### src/rtl/aes_key_expansion_reverse_seq_pkg.sv
// Shared types, round constants and GF(2^8) helpers for the inverse AES key schedule iterator.
// The S-box is built from the field inverse plus the affine map, so no lookup table is stored.
package aes_key_pkg;

   localparam int LAST_ROUND_128 = 10;
   localparam int LAST_ROUND_256 = 14;

   // Entry [0] is Rcon[1].
   localparam logic [9:0][7:0] RCON = {8'h36, 8'h1b, 8'h80, 8'h40, 8'h20,
                                       8'h10, 8'h08, 8'h04, 8'h02, 8'h01};

   typedef enum logic {AES128 = 1'b0, AES256 = 1'b1} key_len_e;
   typedef enum logic {IDLE = 1'b0, EMIT = 1'b1} state_e;

   function automatic logic [7:0] xtime(input logic [7:0] a);
      return {a[6:0], 1'b0} ^ (a[7] ? 8'h1b : 8'h00);
   endfunction

   function automatic logic [7:0] gf_mul(input logic [7:0] a, input logic [7:0] b);
      logic [7:0] p;
      logic [7:0] t;
      p = '0;
      t = a;
      for (int i = 0; i < 8; i++) begin
         if (b[i]) p = p ^ t;
         t = xtime(t);
      end
      return p;
   endfunction

   // x^254 is the multiplicative inverse (and maps 0 to 0).
   function automatic logic [7:0] sbox(input logic [7:0] x);
      logic [7:0] sq;
      logic [7:0] inv;
      sq  = x;
      inv = 8'h01;
      for (int k = 1; k < 8; k++) begin
         sq  = gf_mul(sq, sq);
         inv = gf_mul(inv, sq);
      end
      return inv ^ {inv[6:0], inv[7]} ^ {inv[5:0], inv[7:6]} ^
             {inv[4:0], inv[7:5]} ^ {inv[3:0], inv[7:4]} ^ 8'h63;
   endfunction

   function automatic logic [7:0] rcon_of(input logic [3:0] round);
      if (round >= 4'd1 && round <= 4'd10) return RCON[round - 4'd1];
      return 8'h00;
   endfunction

endpackage

### src/rtl/aes_key_expansion_reverse_seq_if.sv
// Start/key-load and round-key stream bundle; slave side is the key schedule iterator.
interface aes_key_expansion_reverse_seq_if;
   logic         start;
   logic         key_len_256;
   logic [255:0] key_in;
   logic         busy;
   logic         rk_valid;
   logic         rk_ready;
   logic [127:0] rk_out;
   logic [3:0]   rk_index;
   logic         done;

   modport master (
      output start, key_len_256, key_in, rk_ready,
      input  busy, rk_valid, rk_out, rk_index, done
   );

   modport slave (
      input  start, key_len_256, key_in, rk_ready,
      output busy, rk_valid, rk_out, rk_index, done
   );
endinterface

### src/rtl/aes_key_expansion_reverse_seq_sub_word.sv
// SubWord with optional RotWord and Rcon XOR on the top byte; purely combinational.
module aes_key_sub_word
   import aes_key_pkg::*;
(
   input  logic [31:0] word_i,
   input  logic        rot_en_i,
   input  logic [7:0]  rcon_i,
   output logic [31:0] word_o
);
   logic [31:0] rot;
   logic [31:0] sub;

   always_comb begin
      rot = rot_en_i ? {word_i[23:0], word_i[31:24]} : word_i;
      sub = '0;
      for (int b = 0; b < 4; b++) sub[8*b +: 8] = sbox(rot[8*b +: 8]);
      word_o = sub ^ {rcon_i, 24'h0};
   end
endmodule

### src/rtl/aes_key_expansion_reverse_seq.sv
// Streams AES-128/256 round keys last-to-first from the final round key(s), one per rk handshake.
// Latency: first key the cycle after start; rk_ready low stalls with outputs and state frozen.
module aes_key_expansion_reverse_seq
   import aes_key_pkg::*;
#(
   parameter bit SUPPORT_256 = 1'b1
) (
   input logic                            clk,
   input logic                            rst,
   aes_key_expansion_reverse_seq_if.slave ks
);
   state_e       state_q, state_d;
   key_len_e     mode_q, mode_d;
   logic [127:0] hi_q, hi_d;
   logic [127:0] lo_q, lo_d;
   logic [3:0]   idx_q, idx_d;
   logic         done_q, done_d;
   logic         hs;
   logic [31:0]  sw_in, sw_out;
   logic         sw_rot;
   logic [7:0]   sw_rcon;
   logic [127:0] rev;

   assign hs = (state_q == EMIT) && ks.rk_ready;

   always_ff @(posedge clk) begin
      if (rst) state_q <= IDLE;
      else     state_q <= state_d;
   end

   always_comb begin
      state_d = state_q;
      case (state_q)
         IDLE: if (ks.start) state_d = EMIT;
         EMIT: if (hs && idx_q == 4'd0) state_d = IDLE;
         default: state_d = IDLE;
      endcase
   end

   always_comb begin
      ks.busy     = (state_q == EMIT);
      ks.rk_valid = (state_q == EMIT);
      ks.rk_out   = (state_q == EMIT) ? hi_q : '0;
      ks.rk_index = (state_q == EMIT) ? idx_q : '0;
      ks.done     = done_q;
   end

   // AES-256 feeds l3 (rotated+Rcon only on even rounds); AES-128 feeds the recovered w3.
   always_comb begin
      if (mode_q == AES256) begin
         sw_in   = lo_q[31:0];
         sw_rot  = ~idx_q[0];
         sw_rcon = idx_q[0] ? 8'h00 : rcon_of({1'b0, idx_q[3:1]});
      end else begin
         sw_in   = hi_q[31:0] ^ hi_q[63:32];
         sw_rot  = 1'b1;
         sw_rcon = rcon_of(idx_q);
      end
   end

   aes_key_sub_word u_sub_word (
      .word_i   (sw_in),
      .rot_en_i (sw_rot),
      .rcon_i   (sw_rcon),
      .word_o   (sw_out)
   );

   assign rev = {hi_q[127:96] ^ sw_out,
                 hi_q[95:64]  ^ hi_q[127:96],
                 hi_q[63:32]  ^ hi_q[95:64],
                 hi_q[31:0]   ^ hi_q[63:32]};

   always_comb begin
      hi_d   = hi_q;
      lo_d   = lo_q;
      idx_d  = idx_q;
      mode_d = mode_q;
      done_d = 1'b0;
      if (state_q == IDLE && ks.start) begin
         mode_d = (SUPPORT_256 && ks.key_len_256) ? AES256 : AES128;
         hi_d   = ks.key_in[127:0];
         lo_d   = SUPPORT_256 ? ks.key_in[255:128] : '0;
         idx_d  = (mode_d == AES256) ? 4'(LAST_ROUND_256) : 4'(LAST_ROUND_128);
      end else if (hs) begin
         idx_d = idx_q - 4'd1;
         if (idx_q == 4'd0) begin
            done_d = 1'b1;
         end else if (mode_q == AES256) begin
            hi_d = lo_q;
            if (idx_q >= 4'd2) lo_d = rev;
         end else begin
            hi_d = rev;
         end
      end
   end

   always_ff @(posedge clk) begin
      if (rst) begin
         hi_q   <= '0;
         lo_q   <= '0;
         idx_q  <= '0;
         mode_q <= AES128;
         done_q <= 1'b0;
      end else begin
         hi_q   <= hi_d;
         lo_q   <= lo_d;
         idx_q  <= idx_d;
         mode_q <= mode_d;
         done_q <= done_d;
      end
   end
endmodule

### src/flat_wrapper.sv
// flat-port wrapper written by rule: the top's interface ports become plain ports
module aes_key_expansion_reverse_seq_flat import aes_key_pkg::*;
#(
   parameter bit SUPPORT_256 = 1'b1
)
  (clk, rst, ks_start, ks_key_len_256, ks_key_in, ks_rk_ready, ks_busy, ks_rk_valid, ks_rk_out, ks_rk_index, ks_done);
  aes_key_expansion_reverse_seq_if ks_i ();
  input logic clk;
  input logic rst;
  input wire logic [$bits(ks_i.start)-1:0] ks_start;
  input wire logic [$bits(ks_i.key_len_256)-1:0] ks_key_len_256;
  input wire logic [$bits(ks_i.key_in)-1:0] ks_key_in;
  input wire logic [$bits(ks_i.rk_ready)-1:0] ks_rk_ready;
  output wire logic [$bits(ks_i.busy)-1:0] ks_busy;
  output wire logic [$bits(ks_i.rk_valid)-1:0] ks_rk_valid;
  output wire logic [$bits(ks_i.rk_out)-1:0] ks_rk_out;
  output wire logic [$bits(ks_i.rk_index)-1:0] ks_rk_index;
  output wire logic [$bits(ks_i.done)-1:0] ks_done;
  assign ks_i.start = ks_start;
  assign ks_i.key_len_256 = ks_key_len_256;
  assign ks_i.key_in = ks_key_in;
  assign ks_i.rk_ready = ks_rk_ready;
  assign ks_busy = ks_i.busy;
  assign ks_rk_valid = ks_i.rk_valid;
  assign ks_rk_out = ks_i.rk_out;
  assign ks_rk_index = ks_i.rk_index;
  assign ks_done = ks_i.done;
  aes_key_expansion_reverse_seq #(.SUPPORT_256(SUPPORT_256)) u_core (.clk(clk), .rst(rst), .ks(ks_i));
endmodule
### config.mk
export PLATFORM = sky130hd
export DESIGN_NAME = aes_key_expansion_reverse_seq_flat
export DESIGN_NICKNAME = d
export VERILOG_FILES = /design/src/rtl/aes_key_expansion_reverse_seq_pkg.sv /design/src/rtl/aes_key_expansion_reverse_seq_if.sv /design/src/rtl/aes_key_expansion_reverse_seq_sub_word.sv /design/src/rtl/aes_key_expansion_reverse_seq.sv /design/src/flat_wrapper.sv
export SDC_FILE = /design/constraint.sdc
export NUM_CORES = 2
export LEC_CHECK = 0
export CAP_MARGIN = 20
export CORE_AREA = 5 5 304 604
export CTS_BUF_LIST = sky130_fd_sc_hd__clkbuf_8
export DETAILED_ROUTE_END_ITERATION = 8
export DIE_AREA = 0 0 309 609
export MAX_ROUTING_LAYER = met4
export PLACE_DENSITY = 0.63
export SLEW_MARGIN = 10
export SYNTH_ARGS = -nofsm -noshare
export SYNTH_HDL_FRONTEND = slang
export SYNTH_SLANG_ARGS = --single-unit
### constraint.sdc
create_clock -name clk -period 14.4 [get_ports clk]
set_clock_uncertainty 0.15 [all_clocks]
set_input_delay 4.32 -clock clk [delete_from_list [all_inputs] [get_ports clk]]
set_output_delay 4.32 -clock clk [all_outputs]
set_load 0.03 [all_outputs]
# Yosys cells after proc, flatten, opt, wreduce, memory -nomap -nowiden
# Memories as Yosys holds them, arrays and structs flattened.
# Index checks and enable logic that the tools add are counted.
# Widths: inputs -> output; s select.
# totals
register_bits	263
memories	2
rom_bits	256
in_bits	261
# classes
n_mux	846
addsub	2
eq_ne	1
bitwise	784
reduce_logical	12
order_cmp	7
# memory_table
memory	words	word_bits	rd	rd_clocked_by_memory_dff	write_ports	line_no	text
(no name shown)	16	8	1	0	0	aes_key_expansion_reverse_seq_pkg.sv:46	if (round >= 4'd1 && round <= 4'd10) return RCON[round - 4'd1];
(no name shown)	16	8	1	0	0	aes_key_expansion_reverse_seq_pkg.sv:46	
# ops
operator	count
$mux 8	428
$xor 8x8->8	380
$xor 8x5->8	364
$mux 5	368
$mux 128	10
$xor 32x32->32	5
$mux 32	2
$mux 4	7
$mux 7	4
$not 1->1 const A	28
$mux 6	4
$not 4->4	4
$mux 3	5
$mux 1	13
$lt 4x5->1 const B	2
$mux 2	4
$reduce_bool 2->1	3
$logic_and 1x1->1	5
$ge 4x1->1 const B	1
$ge 4x2->1 const B	1
$le 3x4->1 const B	1
$le 4x4->1 const B	1
$logic_not 4->1	1
$reduce_and 4->1	1
other kinds (8)	10

# Depth between registers and ports, before layout
# logic_depth
ltp_word	142
ltp_mapped	70
ltp_nobuf	59

# By module
# A second synthesis with hierarchy kept.
# unflattened
cells_unflattened	9690
hier_area_um2	73822.1
# modules_own_cells
mod	area_each_um2	cells_per_inst	n_inst	seq_area_each_um2
aes_key_sub_word	58240.9	7739	1	0.0
aes_key_expansion_reverse_seq	15581.2	1951	1	5265.0

# Worst setup path after synthesis
# Ideal clock, no wire load.
# synth_timing
path_kind	reg-to-reg
from	reg u_core.mode_q
to	reg u_core.hi_q[108]
path_buffers	16
path_stages_with_launch	68
t_required_ps	14147
synth_period_minus_slack_ps	15208
arrival_ps	14954
setup_time_ps	103
setup_slack_ps	-808
path_cell_list	dfxtp_1 buf_6 buf_6 buf_8 buf_6 mux2i_4 buf_2 ha_1 clkbuf_1 xor2_1 mux2i_1 xnor2_1 inv_1 ha_1 clkbuf_1 xnor3_1 xnor3_1 clkbuf_1 [32 not listed] o21ai_0 nor4_1 a2111oi_0 o211ai_1 xnor2_1 o21ai_0 xor2_1 nand2b_1 xnor2_1 xnor2_1 xnor2_1 xnor2_1 xnor2_1 xnor2_2 xnor2_2 xnor2_1 nor2_1 a2111oi_2
# synth_between
elab_chain_cells	136
word_cells_on_any_way	398
# synth_rtl
item	line_no	text
start: declaration	aes_key_expansion_reverse_seq.sv:13	key_len_e mode_q, mode_d;
start signal: assignment	aes_key_expansion_reverse_seq.sv:108	mode_q <= mode_d;
$mux 32 or $mux 1 (tied branches)	aes_key_expansion_reverse_seq.sv:50	if (mode_q == AES256) begin
$mux 32	aes_key_expansion_reverse_seq_sub_word.sv:14	rot = rot_en_i ? {word_i[23:0], word_i[31:24]} : word_i;
$mux 5 (tied with other cells)	aes_key_expansion_reverse_seq_pkg.sv:16	return {a[6:0], 1'b0} ^ (a[7] ? 8'h1b : 8'h00);
$xor 8x5->8 or $xor 8x8->8 (tied branches)	aes_key_expansion_reverse_seq_pkg.sv:16, aes_key_expansion_reverse_seq_pkg.sv:25	
$xor 8x8->8 or $mux 8 (tied branches)	aes_key_expansion_reverse_seq_pkg.sv:25	if (b[i]) p = p ^ t;
$mux 8 or $xor 8x8->8 (tied branches)	aes_key_expansion_reverse_seq_pkg.sv:25	
$xor 8x8->8 or $mux 8 (tied branches)	aes_key_expansion_reverse_seq_pkg.sv:25	
$mux 8 or $xor 8x8->8 (tied branches)	aes_key_expansion_reverse_seq_pkg.sv:25	
[118 not listed]	n/a	
$xor 8x8->8 (3 in a row)	aes_key_expansion_reverse_seq_pkg.sv:41	return inv ^ {inv[6:0], inv[7]} ^ {inv[5:0], inv[7:6]} ^
$xor 8x8->8	aes_key_expansion_reverse_seq_pkg.sv:42	{inv[4:0], inv[7:5]} ^ {inv[3:0], inv[7:4]} ^ 8'h63;
$xor 32x32->32	aes_key_expansion_reverse_seq_sub_word.sv:17	word_o = sub ^ {rcon_i, 24'h0};
$xor 32x32->32	aes_key_expansion_reverse_seq.sv:68	assign rev = {hi_q[127:96] ^ sw_out,
$mux 128 *	aes_key_expansion_reverse_seq.sv:88	end else if (mode_q == AES256) begin
$mux 128 *	aes_key_expansion_reverse_seq.sv:86	if (idx_q == 4'd0) begin
$mux 128 *	aes_key_expansion_reverse_seq.sv:84	end else if (hs) begin
$mux 128 *	aes_key_expansion_reverse_seq.sv:79	if (state_q == IDLE && ks.start) begin
end signal: assignment	aes_key_expansion_reverse_seq.sv:105	hi_q <= hi_d;
end: declaration	aes_key_expansion_reverse_seq.sv:14	logic [127:0] hi_q, hi_d;
# Every way passes the cells marked *; elsewhere a longest branch is shown, timed or not. The select of a mux whose other input is x is not followed.
# A chain may end at the register's enable or synchronous reset.

# Worst setup path after layout
# layout_timing
from	reg u_core.idx_q[0]
to	reg u_core.lo_q[127]
# layout_between
elab_chain_cells	138
word_cells_on_any_way	416
# layout_rtl
item	line_no	text
start: declaration	aes_key_expansion_reverse_seq.sv:16	logic [3:0] idx_q, idx_d;
start signal: assignment	aes_key_expansion_reverse_seq.sv:107	idx_q <= idx_d;
$not 1->1	aes_key_expansion_reverse_seq.sv:52	sw_rot = ~idx_q[0];
$mux 1	aes_key_expansion_reverse_seq.sv:50	
$mux 32	aes_key_expansion_reverse_seq_sub_word.sv:14	
$mux 5	aes_key_expansion_reverse_seq_pkg.sv:16	
$xor 8x5->8	aes_key_expansion_reverse_seq_pkg.sv:16	
$xor 8x8->8	aes_key_expansion_reverse_seq_pkg.sv:25	
$mux 8	aes_key_expansion_reverse_seq_pkg.sv:25	
$xor 8x8->8	aes_key_expansion_reverse_seq_pkg.sv:25	
[122 not listed]	n/a	
$xor 8x8->8	aes_key_expansion_reverse_seq_pkg.sv:42	
$xor 32x32->32	aes_key_expansion_reverse_seq_sub_word.sv:17	
$xor 32x32->32	aes_key_expansion_reverse_seq.sv:68	
$mux 128	aes_key_expansion_reverse_seq.sv:90	if (idx_q >= 4'd2) lo_d = rev;
$mux 128	aes_key_expansion_reverse_seq.sv:88	
$mux 128	aes_key_expansion_reverse_seq.sv:86	
$mux 128	aes_key_expansion_reverse_seq.sv:84	
$mux 128	aes_key_expansion_reverse_seq.sv:79	
end signal: assignment	aes_key_expansion_reverse_seq.sv:106	lo_q <= lo_d;
end: declaration	aes_key_expansion_reverse_seq.sv:15	logic [127:0] lo_q, lo_d;
# Parallel ways exist; a longest one is shown, timed or not. The select of a mux whose other input is x is not followed.

==> impl_metrics.tcl <==
set metrics [dict create \
    grt_overflow 0 \
    wl_um 292000 \
    clk_pin_slew_worst_paths_ns 0.06 \
    fin_ws_ns -0.156 \
    syn_nets 9753 \
    ant_nets 0 \
    layout-drive-gt1-share_pct 28.7 \
    wl_met1_um 129000 \
    cts_made_buffers 51 \
    design_area_mm2 0.0975 \
    max_stage_delay_ns 0.55 \
    grt_antenna_before_repair 15 \
    initial_core_util_pct 39.7 \
    timing.fmax_mhz 68.7 \
    synth-edff-count 0 \
    synth_most_common_cell "xnor2_1" \
    place_congestion 1.00 \
    viasPerCell 5.64 \
    dr_total_vias 76900 \
    cap_viol_max_count 0 \
    drv_slew 0 \
    htree_levels 2 \
    dieArea_mm2 0.188 \
    hold_viol 0 \
    final_nets 11500 \
    wl_met3_um 23900 \
    clock_latency_ns 0.65 \
    netlist_top_cells_area "xnor2_1 21%, xnor3_1 10%, dfxtp_1 7.4%" \
    ys_types 131 \
    rsz0062_at_grt "yes" \
    core_mm2 0.179 \
    placed_cell_area_mm2 0.0882 \
    synth.top_cell.area_share_pct 20.6 \
    wl_per_cell_um 21.4 \
    drtPass1Iterations 6 \
    drc 0 \
    ys_seq_elements 263 \
    synthFlopType "dfxtp_1" \
    n_fill_cell 16700 \
    path_max_fanout 8 \
    root_buffer "clkbuf_8" \
    async_flop_share_pct 0 \
    top_layer "met4" \
    critical_path.endpoint_type "register" \
    arrival_ns 14.90 \
    die_h_um 609 \
    cp_slowest_cell "xor3_2" \
    io_buffers 395 \
    dp_hpwl_um 222000 \
    cts_tree "yes" \
    min_path_type "reg -> reg" \
    violations "setup timing" \
    ys_warn_count 0 \
    synth_area_leader_cell "xnor2_1" \
    synth_common_cells "1667 x xnor2_1, 1320 x nor2_1, 1210 x nand2_1" \
    synth_area_per_cell_um2 7.50 \
    startpoint_type "register" \
    met2WireLength_um 130000 \
    grt_max_degree 210 \
    path_class "reg -> reg" \
    max_slew.worst_pin.slew_ns 1.34 \
    cts_sinks 263 \
    maxSlewHeadroom_pct 10.6 \
    hold_ws_ns 0.344 \
    run_status "complete, but fails checks" \
    syn_area_mm2 0.0710 \
    cts_max_path_buffers 3 \
    post-route-period-util_pct 101 \
    drt_iter0_drc 7582 \
    gr-usage-all-layers_pct 29.4 \
    rows 220 \
    post-route-min-period_ns 14.56 \
    io_pins 396 \
    required_ns 14.74 \
    grt_pass1_vias 70100 \
    yosysSeqAreaShare_pct 7.42 \
    finalSetupViolations 9 \
    fp.dieW_um 309 \
    syn2layout_area_growth_pct 37.4 \
    grt_pass1_wl_um 430000 \
    fin_setup_tns_ns -0.596 \
    syn_inst 9467 \
]
## cell families (layout without fill, tap and decap cells)
family / after synthesis / in the layout / synth area share [%]
and+or+nand+nor: 3398 / 3398 / 20.6
AOI/OAI and AO/OA: 2086 / 2086 / 19.1
adders and majority gates: 28 / 28 / 0.483
DFF: 263 / 263 / 7.42
xor gates and xnor gates: 2637 / 2639 / 42.7
buffers and inverters: 755 / 2580 / 5.02
muxes: 300 / 300 / 4.63
other: 0 / 11 / 0
## metal layers
metal,vias up,global-route usage [%]
met5,-,-
met4,0,7.51
met3,412,3.88
met2,3297,44.7
met1,36900,41.4
li1,36200,-
## final cells by class
type | instances | area (µm²) | area share [%]
multi-input combinational | 8451 | 67800 | 69.5
timing repair buffer | 2403 | 20200 | 20.7
sequential | 263 | 5280 | 5.41
tap | 2331 | 2920 | 2.99
clock buffer | 60 | 826 | 0.847
inverter | 86 | 333 | 0.341
clock inverter | 31 | 193 | 0.198
antenna | 11 | 27.5 | 0.0282
## sequential cells by signal, indices dropped and copies added (netlist names)
name and count:
u_core.lo_q 128, u_core.ks.busy 1, u_core.idx_q 4, u_core.ks.done 1, u_core.mode_q 1, u_core.hi_q 128
## cells in the final DEF, fill, tap and decap left out, types with 34 or more instances in the layout
master,synthesis,routed
a211oi_1,80,66
a21oi_1,565,521
a21oi_2,5,47
a221oi_1,56,50
a22oi_1,67,60
a311oi_1,78,76
a31oi_1,67,59
and2_1,170,166
and3_1,41,37
buf_12,0,47
buf_4,61,1846
buf_6,34,103
clkbuf_8,0,60
clkdlybuf4s50_1,0,394
dfxtp_1,263,257
inv_1,64,80
mux2_2,45,41
mux2i_1,224,191
mux2i_4,12,34
nand2_1,1210,1199
nand2b_1,49,44
nand3_1,173,171
nor2_1,1320,1274
nor2_2,5,45
nor3_1,197,182
o211ai_1,167,167
o21ai_0,453,425
o21ai_1,53,62
o22ai_1,108,97
or3_1,50,46
xnor2_1,1667,1386
xnor2_2,117,333
xnor2_4,20,85
xnor3_1,318,224
xnor3_2,26,121
xor2_1,394,334
xor2_2,35,69
xor2_4,11,38
## worst paths after layout
path                                      start                             to  slack, ns  cells past startpoint
setup reg to reg   u_core.idx_q[0]$_SDFFE_PP0N_  u_core.lo_q[127]$_SDFFE_PP0P_      -0.16                     64
hold reg to reg   u_core.lo_q[108]$_SDFFE_PP0P_  u_core.lo_q[108]$_SDFFE_PP0P_       0.34                      2
hold / removal    u_core.lo_q[108]$_SDFFE_PP0P_  u_core.lo_q[108]$_SDFFE_PP0P_       0.34                      2
setup / recovery   u_core.idx_q[0]$_SDFFE_PP0N_  u_core.lo_q[127]$_SDFFE_PP0P_      -0.16                     64
## through the flow
stage	util (%)	setup slack (ns)	instances
floorplan	-	-0.0424	9467
global placement	49.4	-0.585	13200
detailed placement	49.4	-0.727	13200
CTS	50.8	-0.000688	13400
global route	54.6	-0.700	13600
finish	54.6	-0.156	13600
## critical path: cells and delay by family (launching register included)
family	cells	cell delay (ns)
XOR/XNOR	32	8.97
AND/OR/NAND/NOR	5	0.39
AO/OA/AOI/OAI	9	1.54
multiplexers	3	0.54
buffers and inverters	15	2.40
flip-flops	1	0.37
## repair_timing
item / in CTS / in global routing
setup endpoints to repair: 64 / 64
gates cloned: 1 / 3
resized for setup: 198 / 819
hold buffers: 0 / 0
buffers inserted: 63 / 261
pin swaps: 107 / 380
Power is left out: the tool's default activity adds up to more than one toggle a clock period on the data nets, which glitch-free logic cannot reach.
